**src/rtl/prog_loader.sv**
```systemverilog
// rtl/prog_loader.sv - serial byte program loader with XOR checksum and CPU hold
module prog_loader (
    input  logic        clk,
    input  logic        rst,
    input  logic        start,
    input  logic [5:0]  load_len,
    input  logic [7:0]  byte_in,
    input  logic        byte_valid,
    output logic        byte_ready,
    output logic        wr_en,
    output logic [4:0]  wr_addr,
    output logic [31:0] wr_data,
    output logic        cpu_hold,
    output logic        busy,
    output logic        done,
    output logic        err
);

    localparam logic [2:0] S_IDLE  = 3'd0;
    localparam logic [2:0] S_LOAD  = 3'd1;
    localparam logic [2:0] S_CHECK = 3'd2;
    localparam logic [2:0] S_DONE  = 3'd3;
    localparam logic [2:0] S_ERR   = 3'd4;

    logic [2:0]  state;
    logic [2:0]  state_n;
    logic [1:0]  byte_cnt;
    logic [5:0]  word_cnt;
    logic [5:0]  len;
    logic [23:0] asm_q;
    logic [31:0] acc;

    logic        accept;
    logic        last_byte;
    logic        len_ok;
    logic        can_start;
    logic [31:0] word_full;

    assign accept    = byte_valid & byte_ready;
    assign last_byte = accept && (byte_cnt == 2'd3);
    assign len_ok    = (load_len != 6'd0) && (load_len <= 6'd32);
    assign can_start = (state == S_IDLE) || (state == S_DONE) || (state == S_ERR);
    // The word completes with the byte being accepted, so the write and the
    // checksum compare both see it without an extra assembly cycle.
    assign word_full = {asm_q, byte_in};

    always_comb begin
        state_n = state;
        case (state)
            S_IDLE, S_DONE, S_ERR: begin
                if (start) begin
                    state_n = len_ok ? S_LOAD : S_ERR;
                end
            end
            S_LOAD: begin
                if (last_byte && (word_cnt == len - 6'd1)) begin
                    state_n = S_CHECK;
                end
            end
            S_CHECK: begin
                if (last_byte) begin
                    state_n = (word_full == acc) ? S_DONE : S_ERR;
                end
            end
            default: state_n = S_IDLE;
        endcase
    end

    always_ff @(posedge clk) begin
        if (rst) begin
            state      <= S_IDLE;
            byte_cnt   <= 2'd0;
            word_cnt   <= 6'd0;
            len        <= 6'd0;
            asm_q      <= 24'd0;
            acc        <= 32'd0;
            byte_ready <= 1'b0;
            wr_en      <= 1'b0;
            wr_addr    <= 5'd0;
            wr_data    <= 32'd0;
            cpu_hold   <= 1'b0;
            busy       <= 1'b0;
            done       <= 1'b0;
            err        <= 1'b0;
        end else begin
            state      <= state_n;
            wr_en      <= 1'b0;
            byte_ready <= (state_n == S_LOAD) || (state_n == S_CHECK);
            busy       <= (state_n == S_LOAD) || (state_n == S_CHECK);
            cpu_hold   <= (state_n == S_LOAD) || (state_n == S_CHECK) || (state_n == S_ERR);
            done       <= (state_n == S_DONE);
            err        <= (state_n == S_ERR);

            if (can_start && start && len_ok) begin
                byte_cnt <= 2'd0;
                word_cnt <= 6'd0;
                len      <= load_len;
                asm_q    <= 24'd0;
                acc      <= 32'd0;
            end else if (accept) begin
                asm_q    <= word_full[23:0];
                byte_cnt <= byte_cnt + 2'd1;
                // Checksum bytes are only assembled; memory sees data words only.
                if (last_byte && (state == S_LOAD)) begin
                    wr_en    <= 1'b1;
                    wr_addr  <= word_cnt[4:0];
                    wr_data  <= word_full;
                    word_cnt <= word_cnt + 6'd1;
                    acc      <= acc ^ word_full;
                end
            end
        end
    end

endmodule

```
**config.mk**
```make
export PLATFORM = sky130hd
export DESIGN_NAME = prog_loader
export DESIGN_NICKNAME = d
export VERILOG_FILES = /design/src/rtl/prog_loader.sv
export SDC_FILE = /design/constraint.sdc
export NUM_CORES = 1
export LEC_CHECK = 0
export ABC_CLOCK_PERIOD_IN_PS = 1850
export BUFFER_PORTS_ARGS = -buffer_cell sky130_fd_sc_hd__buf_2
export CAP_MARGIN = 25
export CORE_ASPECT_RATIO = 1.4
export CORE_MARGIN = 4
export CORE_UTILIZATION = 30
export DETAILED_ROUTE_END_ITERATION = 16
export GPL_TIMING_DRIVEN = 1
export HOLD_SLACK_MARGIN = 0.02
export PLACE_DENSITY_LB_ADDON = 0.15
export SLEW_MARGIN = 40
export SYNTH_ARGS = -nofsm -noshare
export SYNTH_HDL_FRONTEND = slang
export SYNTH_SLANG_ARGS = --single-unit
```
**constraint.sdc**
```tcl
create_clock -name clk -period 1.85 [get_ports clk]
set_input_delay 0.185 -clock clk [delete_from_list [all_inputs] [get_ports clk]]
set_output_delay 0.185 -clock clk [all_outputs]
set_load 0.005 [all_outputs]
```
==> out/qor.csv, run 1 <==
stage;metric;value;unit
outcome;status;complete, no violations;
route;routed_wl;12.2;mm
clock_network;clk_pin_slew;0.05;ns
yosys;synth_edf_count;0;
global_routing;grt_pass1_vias;3812;
sta;fmax;560;MHz
route;drc;0;
clock_network;numCtsBuffers;17;
critical_path;crit_fanout;21;
clock_network;clock_sinks;115;
yosys;ys.flop_type;dfxtp_1;
sta;finalMaxSlewViolations;0;
yosys;synth_commonest_cells;nand2_1, dfxtp_1, nor2_1, a21oi_1, xnor2_1;
clock_network;root_buffer;clkbuf_16;
route;vias_per_cell;4.56;
sta;worst_pin_slew;0.497;ns
final_layout;fin_cells;821;
yosys;async_reset_ff_frac;0;
sta;setup_viol;0;
clock_network;clk_latency;0.41;ns
route;avgRoutedWirePerCell;14.9;microns
pwr;p_total;0.00591;W
sta;finalClockSkew;0.00830;ns
yosys;syn_area;4690;sq um
die;coreArea;15200;sq um
route;vias;3745;
sta;min_period_over_period;0.966;
critical_path;critPathCaptureType;flop;
route;drtPass1Iterations;4;
pwr;p_per_area;980;nW/um^2
yosys;yosysTopAreaCellShare;0.490;
final_layout;syn2layout_area_growth;28.4;%
pwr;leakage;2.29;nW
clock_network;clk_path_buf_depth;2;
global_routing;grt_first_pass_wirelength;19.4;mm
yosys;postSynthAreaPerCell;8.89;sq um
yosys;synth_cell_types;35;
route;drt_iter0_markers;215;
die;die_x;114;microns
clock_network;htreeDepth;4;
final_layout;finalNetCount;637;
yosys;syn_inst;528;
die;io_pins;61;
pwr;irDropWorstVdd;0.496;mV
final_layout;design_area;6030;sq um
critical_path;crit_path_start_kind;flop;
die;die_area;17700;sq um
placed_design;hpwl;8.43;mm
final_layout;drive_gt1_frac;0.262;
global_routing;track_usage;0.139;
critical_path;cp.required;2.14;ns
yosys;synth_area_leaders;dfxtp_1, nand2_1, xnor2_1, xor2_1, a21oi_1;
placed_design;dp_cells;785;
yosys;synth_nets;549;
sta;period_minus_slack;1.79;ns
die;start_util;0.309;
global_routing;grt_max_degree;44;
placed_design;placed_cell_area;5390;sq um
placed_design;gp_congestion;0.753;
yosys;yosysWarnings;0;
yosys;yosysMostFrequentCell;nand2_1;
final_layout;fillers;1553;
global_routing;antenna_found_initial;0;
yosys;ys_ff_latch;115;
die;rows;53;
critical_path;cp.arrival;2.08;ns
yosys;synth_top_cell_by_area;dfxtp_1;
clock_network;cts_tree;built;
global_routing;gr-total-overflow;0;
hold_path;min_path_type;input port to flop;
die;die_h;156;microns
critical_path;crit_type;flop to flop;
final_layout;diodes;0;
flow_run;maxCapViolations;0;
yosys;ys_seq_area_frac;0.490;
final_layout;final_util;0.397;
sta;slew_headroom;0.665;
route;ant_nets;0;
placed_design;io_buffers;60;
sta;hold_violations;0;
clock_network;postCtsHoldBufs;0;
layout by cell type (no fill, tap or decap), types with 2 or more instances in the layout:
cell type,instances
nand2_1,131
dfxtp_1,115
buf_2,60
nor2_1,44
a21oi_1,43
xnor2_1,40
xor2_1,37
buf_4,27
a21oi_2,22
clkbuf_16,18
nand4_1,13
nor2_2,8
a31oi_1,6
mux2i_1,6
clkinv_2,6
inv_1,5
buf_12,5
nor4_1,4
clkbuf_1,4
ha_1,3
clkinvlp_4,3
buf_6,3
and2_1,2
nand3_1,2
nor3_1,2
bufinv_16,2
critical path, stage by stage, from the launching register on:
cell     delay [ns]
dfxtp_1        0.35
ha_1           0.20
nand3_2        0.17
nor3_4         0.24
buf_12         0.15
buf_6          0.21
nand2_1        0.13
xor2_1         0.16
nor2_1         0.06
through the flow:
| stage | hold WS, ns | worst slack [ns] | setup TNS (ns) |
|---|---|---|---|
| after floorplan | 0.321 | 0.0937 | 0 |
| after global placement | 0.443 | -0.0105 | -0.0914 |
| after detailed placement | 0.444 | -0.0420 | -0.495 |
| after CTS | 0.0263 | 0.0253 | 0 |
| after global routing | 0.0632 | -0.0181 | -0.0913 |
| final | 0.0428 | 0.0631 | 0 |
power breakdown:
group          total, W  leakage (nW)  switching [W]  internal [W]
clock network   0.00309         0.266        0.00112       0.00196
registers       0.00252         0.928      0.0000201       0.00250
logic          0.000301          1.10       0.000180      0.000120
total           0.00591          2.29        0.00132       0.00458
per-layer routing:
metal  global-route usage  up-vias  part of all wire
li1                     -     1907                 -
met1                0.162     1765              0.42
met2                0.243       57              0.53
met3               0.0345       16             0.034
met4               0.0533        0             0.016
met5                    0        -                 0
state kept, by name, summed over array words and instances (netlist names):
register	count
err	1
acc	32
len	6
done	1
state	3
wr_data	32
word_cnt	6
wr_addr	5
wr_en	1
busy	1
cpu_hold	1
asm_q	24
byte_cnt	2
repair_timing:
action                                  CTS  global route
hold endpoints to repair                  0             0
endpoints found under the setup margin    0             6
gates resized for setup                   0             6
setup buffers                             0             1
area by class of cell:
class                           count  area [sq um]  share of cell area
Multi-Input combinational cell    381          2250               0.373
Sequential cell                   115          2300               0.382
Timing Repair Buffer               96           662               0.110
Tap cell                          192           240              0.0399
Clock buffer                       21           440              0.0731
Inverter                            5          18.8             0.00311
Clock inverter                     11           113              0.0187
final timing paths:
check             slack, ns   startpoint    endpoint  cells after the start
hold reg to reg        0.45   wr_data[2]  wr_data[2]                      2
setup / recovery       0.06  byte_cnt[0]      acc[1]                      8
hold / removal         0.04  load_len[3]      len[3]                      3
setup reg to reg       0.06  byte_cnt[0]      acc[1]                      8
cell families after synthesis:
group	share of synthesized area
buffers and inverters	0.0376
multiplexers	0.0128
flip-flops	0.490
AND/OR/NAND/NOR	0.199
adder cells (fa/ha/maj)	0.00800
AO/OA/AOI/OAI	0.109
XOR/XNOR	0.144
No activity file was read; power rests on OpenSTA's default activity.
==> inputs of run 2 (changes only) <==
- ABC_AREA: not set -> 1
==> run 2 against run 1 <==
Critical path depth grew 6. Power grew 4.4%. Via count up 24%. Worst hold slack better by 0.0031 ns. Sequential power about the same. Critical endpoint is now cpu_hold. Largest cell class is now multi-input gates.
==> out/qor.csv, run 2 <==
stage;metric;value;unit;change
outcome;status;complete, no violations;;
yosys;async_reset_ff_frac;0;;unchanged
sta;min_period_over_period;0.910;;-0.0558
clock_network;clk_pin_slew;0.05;ns;about the same
final_layout;syn2layout_area_growth;22.9;%;
pwr;leakage;2.68;nW;+17%
sta;setup_viol;0;;unchanged
sta;period_minus_slack;1.68;ns;-0.103 ns
die;start_util;0.307;;-0.00245
sta;fmax;594;MHz;+6.1%
placed_design;gp_congestion;0.809;;+7.4%
sta;finalClockSkew;0.00870;ns;+0.000397 ns
yosys;synth_area_leaders;dfxtp_1, nand2_1, a21oi_1, inv_1, nand3_1;;
final_layout;diodes;0;;unchanged
yosys;synth_commonest_cells;nand2_1, dfxtp_1, a21oi_1, inv_1, nand3_1;;
clock_network;post_cts.repair.setup_buffers;0;;unchanged
die;die_x;119;microns;+4.7%
die;coreArea;16900;sq um;+11%
route;drtPass1Iterations;4;;unchanged
route;wl_met1;6.09;mm;+17%
global_routing;grt_pass1_vias;4625;;+21%
final_layout;drive_gt1_frac;0.183;;-0.0796
final_layout;fin_cells;1020;;+24%
sta;holdWs;0.0459;ns;+0.00310 ns
final_layout;design_area;6370;sq um;+5.6%
route;drc;0;;unchanged
sta;fin_ws;0.166;ns;+0.103 ns
final_layout;fillers;1779;;+15%
route;avgRoutedWirePerCell;13.8;microns;-7.3%
clock_network;postCtsHoldBufs;0;;unchanged
yosys;postSynthAreaPerCell;7.26;sq um;-18%
sta;hold_violations;0;;unchanged
critical_path;cp.arrival;1.98;ns;-0.10 ns
critical_path;critPathCaptureType;flop;;
clock_network;cts_resized;0;;unchanged
critical_path;cp.required;2.14;ns;about the same
route;wl_met3;443;microns;+7.5%
yosys;synth_edf_count;0;;unchanged
pwr;p_total;0.00617;W;+4.4%
yosys;ys.flop_type;dfxtp_1;;
clock_network;root_buffer;clkbuf_16;;
pwr;p_per_area;969;nW/um^2;-1.1%
yosys;synth_top_cell_by_area;dfxtp_1;;
final_layout;mostFrequentLayoutCells;nand2_1, dfxtp_1, a21oi_1;;
route;wl_met2;7.28;mm;+13%
route;ant_nets;0;;unchanged
final_layout;finalNetCount;796;;+25%
placed_design;hpwl;9.82;mm;+17%
route;drt_iter0_markers;261;;+21%
yosys;yosysWarnings;0;;unchanged
sta;slew_headroom;0.769;;+0.103
placed_design;pre_cts_ws;0.0578;ns;+0.0998 ns
clock_network;numCtsBuffers;17;;unchanged
clock_network;clock_sinks;115;;unchanged
critical_path;crit_type;flop to flop;;
yosys;ys_ff_latch;115;;unchanged
route;highest_layer;met4;;
global_routing;track_usage;0.152;;+0.0132
placed_design;dp_cells;988;;+26%
yosys;ys_seq_area_frac;0.445;;-0.0459
global_routing;gr-total-overflow;0;;unchanged
sta;finalMaxSlewViolations;0;;unchanged
yosys;yosysTopAreaCellShare;0.445;;-0.0459
pwr;irDropWorstVdd;0.570;mV;+15%
clock_network;clk_path_buf_depth;2;;unchanged
hold_path;min_path_type;input port to flop;;
critical_path;rr_worst_depth;14;;+6
die;die_area;19500;sq um;+9.7%
die;die_h;163;microns;+4.8%
flow_run;maxCapViolations;0;;unchanged
global_routing;grt_first_pass_wirelength;23.4;mm;+21%
yosys;syn_area;5180;sq um;+10%
global_routing;grt_max_degree;42;;-4.5%
clock_network;clk_latency;0.40;ns;about the same
die;rows;56;;+5.7%
critical_path;crit_path_start_kind;flop;;
placed_design;placed_cell_area;5750;sq um;+6.7%
final_layout;largestRegisters;acc (32), wr_data (32), asm_q (24);;
yosys;syn_inst;713;;+35%
final_layout;mostFrequentLayoutCell;nand2_1;;
route;vias_per_cell;4.55;;-0.21%
route;routed_wl;14.1;mm;+15%
critical_path;crit_fanout;3;;-86%
global_routing;antenna_found_initial;0;;unchanged
sta;worst_pin_slew;0.347;ns;-0.150 ns
yosys;yosysMostFrequentCell;nand2_1;;
critical_path;r2r_slack;0.17;ns;+0.10 ns
clock_network;cts_tree;built;;
die;io_pins;61;;unchanged
yosys;synth_cell_types;31;;-11%
hold_path;hold_depth;2;;-1
route;vias;4643;;+24%
clock_network;htreeDepth;4;;unchanged
yosys;synth_nets;734;;+34%
placed_design;io_buffers;60;;unchanged
run 2: changes by cell type in the layout (fill, tap and decap cells not counted), sizes merged, moves of 4 or more:
cell,delta
xnor2,-33
a21oi,+33
inv,+76
or2,+7
xor2,-34
nand4,-13
nor2,-4
nand3,+64
buf,-17
nand2,+62
o21ai,+44
nor4,-4
a31oi,-6
mux2i,-6
run 2: metrics by stage:
step	setup TNS, ns	utilization
floorplan	0	-
global placement	0	0.340
detailed placement	0	0.340
CTS	0	0.376
global route	-0.00833	0.377
finish	0	0.377
run 2: path summary, 6_finish.rpt:
path	startpoint	endpoint
setup / recovery	len[0]	cpu_hold
hold / removal	rst	wr_addr[1]
setup reg to reg	len[0]	cpu_hold
hold reg to reg	acc[18]	acc[18]
run 2: critical path: stages (launching register included):
cell	delay [ns]
dfxtp_1	0.35
inv_1	0.10
ha_4	0.25
inv_1	0.04
nand2_1	0.04
nand2_1	0.06
nand3_1	0.08
a21oi_2	0.13
nand3_1	0.08
nand2_1	0.11
nand2_1	0.07
nor2_1	0.09
nand2_1	0.06
nand3_1	0.08
nand2_1	0.05
run 2: report_power, final:
part / total [W] / leakage (nW) / internal (W) / switching [W]
clock network: 0.00332 / 0.294 / 0.00218 / 0.00114
registers: 0.00253 / 0.928 / 0.00250 / 0.0000226
logic: 0.000327 / 1.46 / 0.000107 / 0.000220
run 2: cell families (layout without fill, tap and decap cells):
logic type / after synthesis / count (layout) / share of synthesized area
flops: 115 / 115 / 0.445
simple gates: 323 / 323 / 0.280
buf+inv: 117 / 192 / 0.101
xor+xnor: 10 / 10 / 0.0169
compound gates: 145 / 145 / 0.150
fa+ha+maj: 3 / 3 / 0.00725
run 2: area by class of cell:
type                       count  area (sq um)  share of cell area
clock inverter                10           131              0.0206
timing repair buffer          78           498              0.0782
multi-input combinational    481          2370               0.372
tap                          232           290              0.0456
sequential                   115          2300               0.362
inverter                      82           313              0.0491
clock buffer                  22           464              0.0729
run 2: per-layer routing:
layer,up-vias,track usage
met5,-,0
met4,0,0.0611
met3,18,0.0333
met2,79,0.276
met1,2139,0.172
li1,2407,-
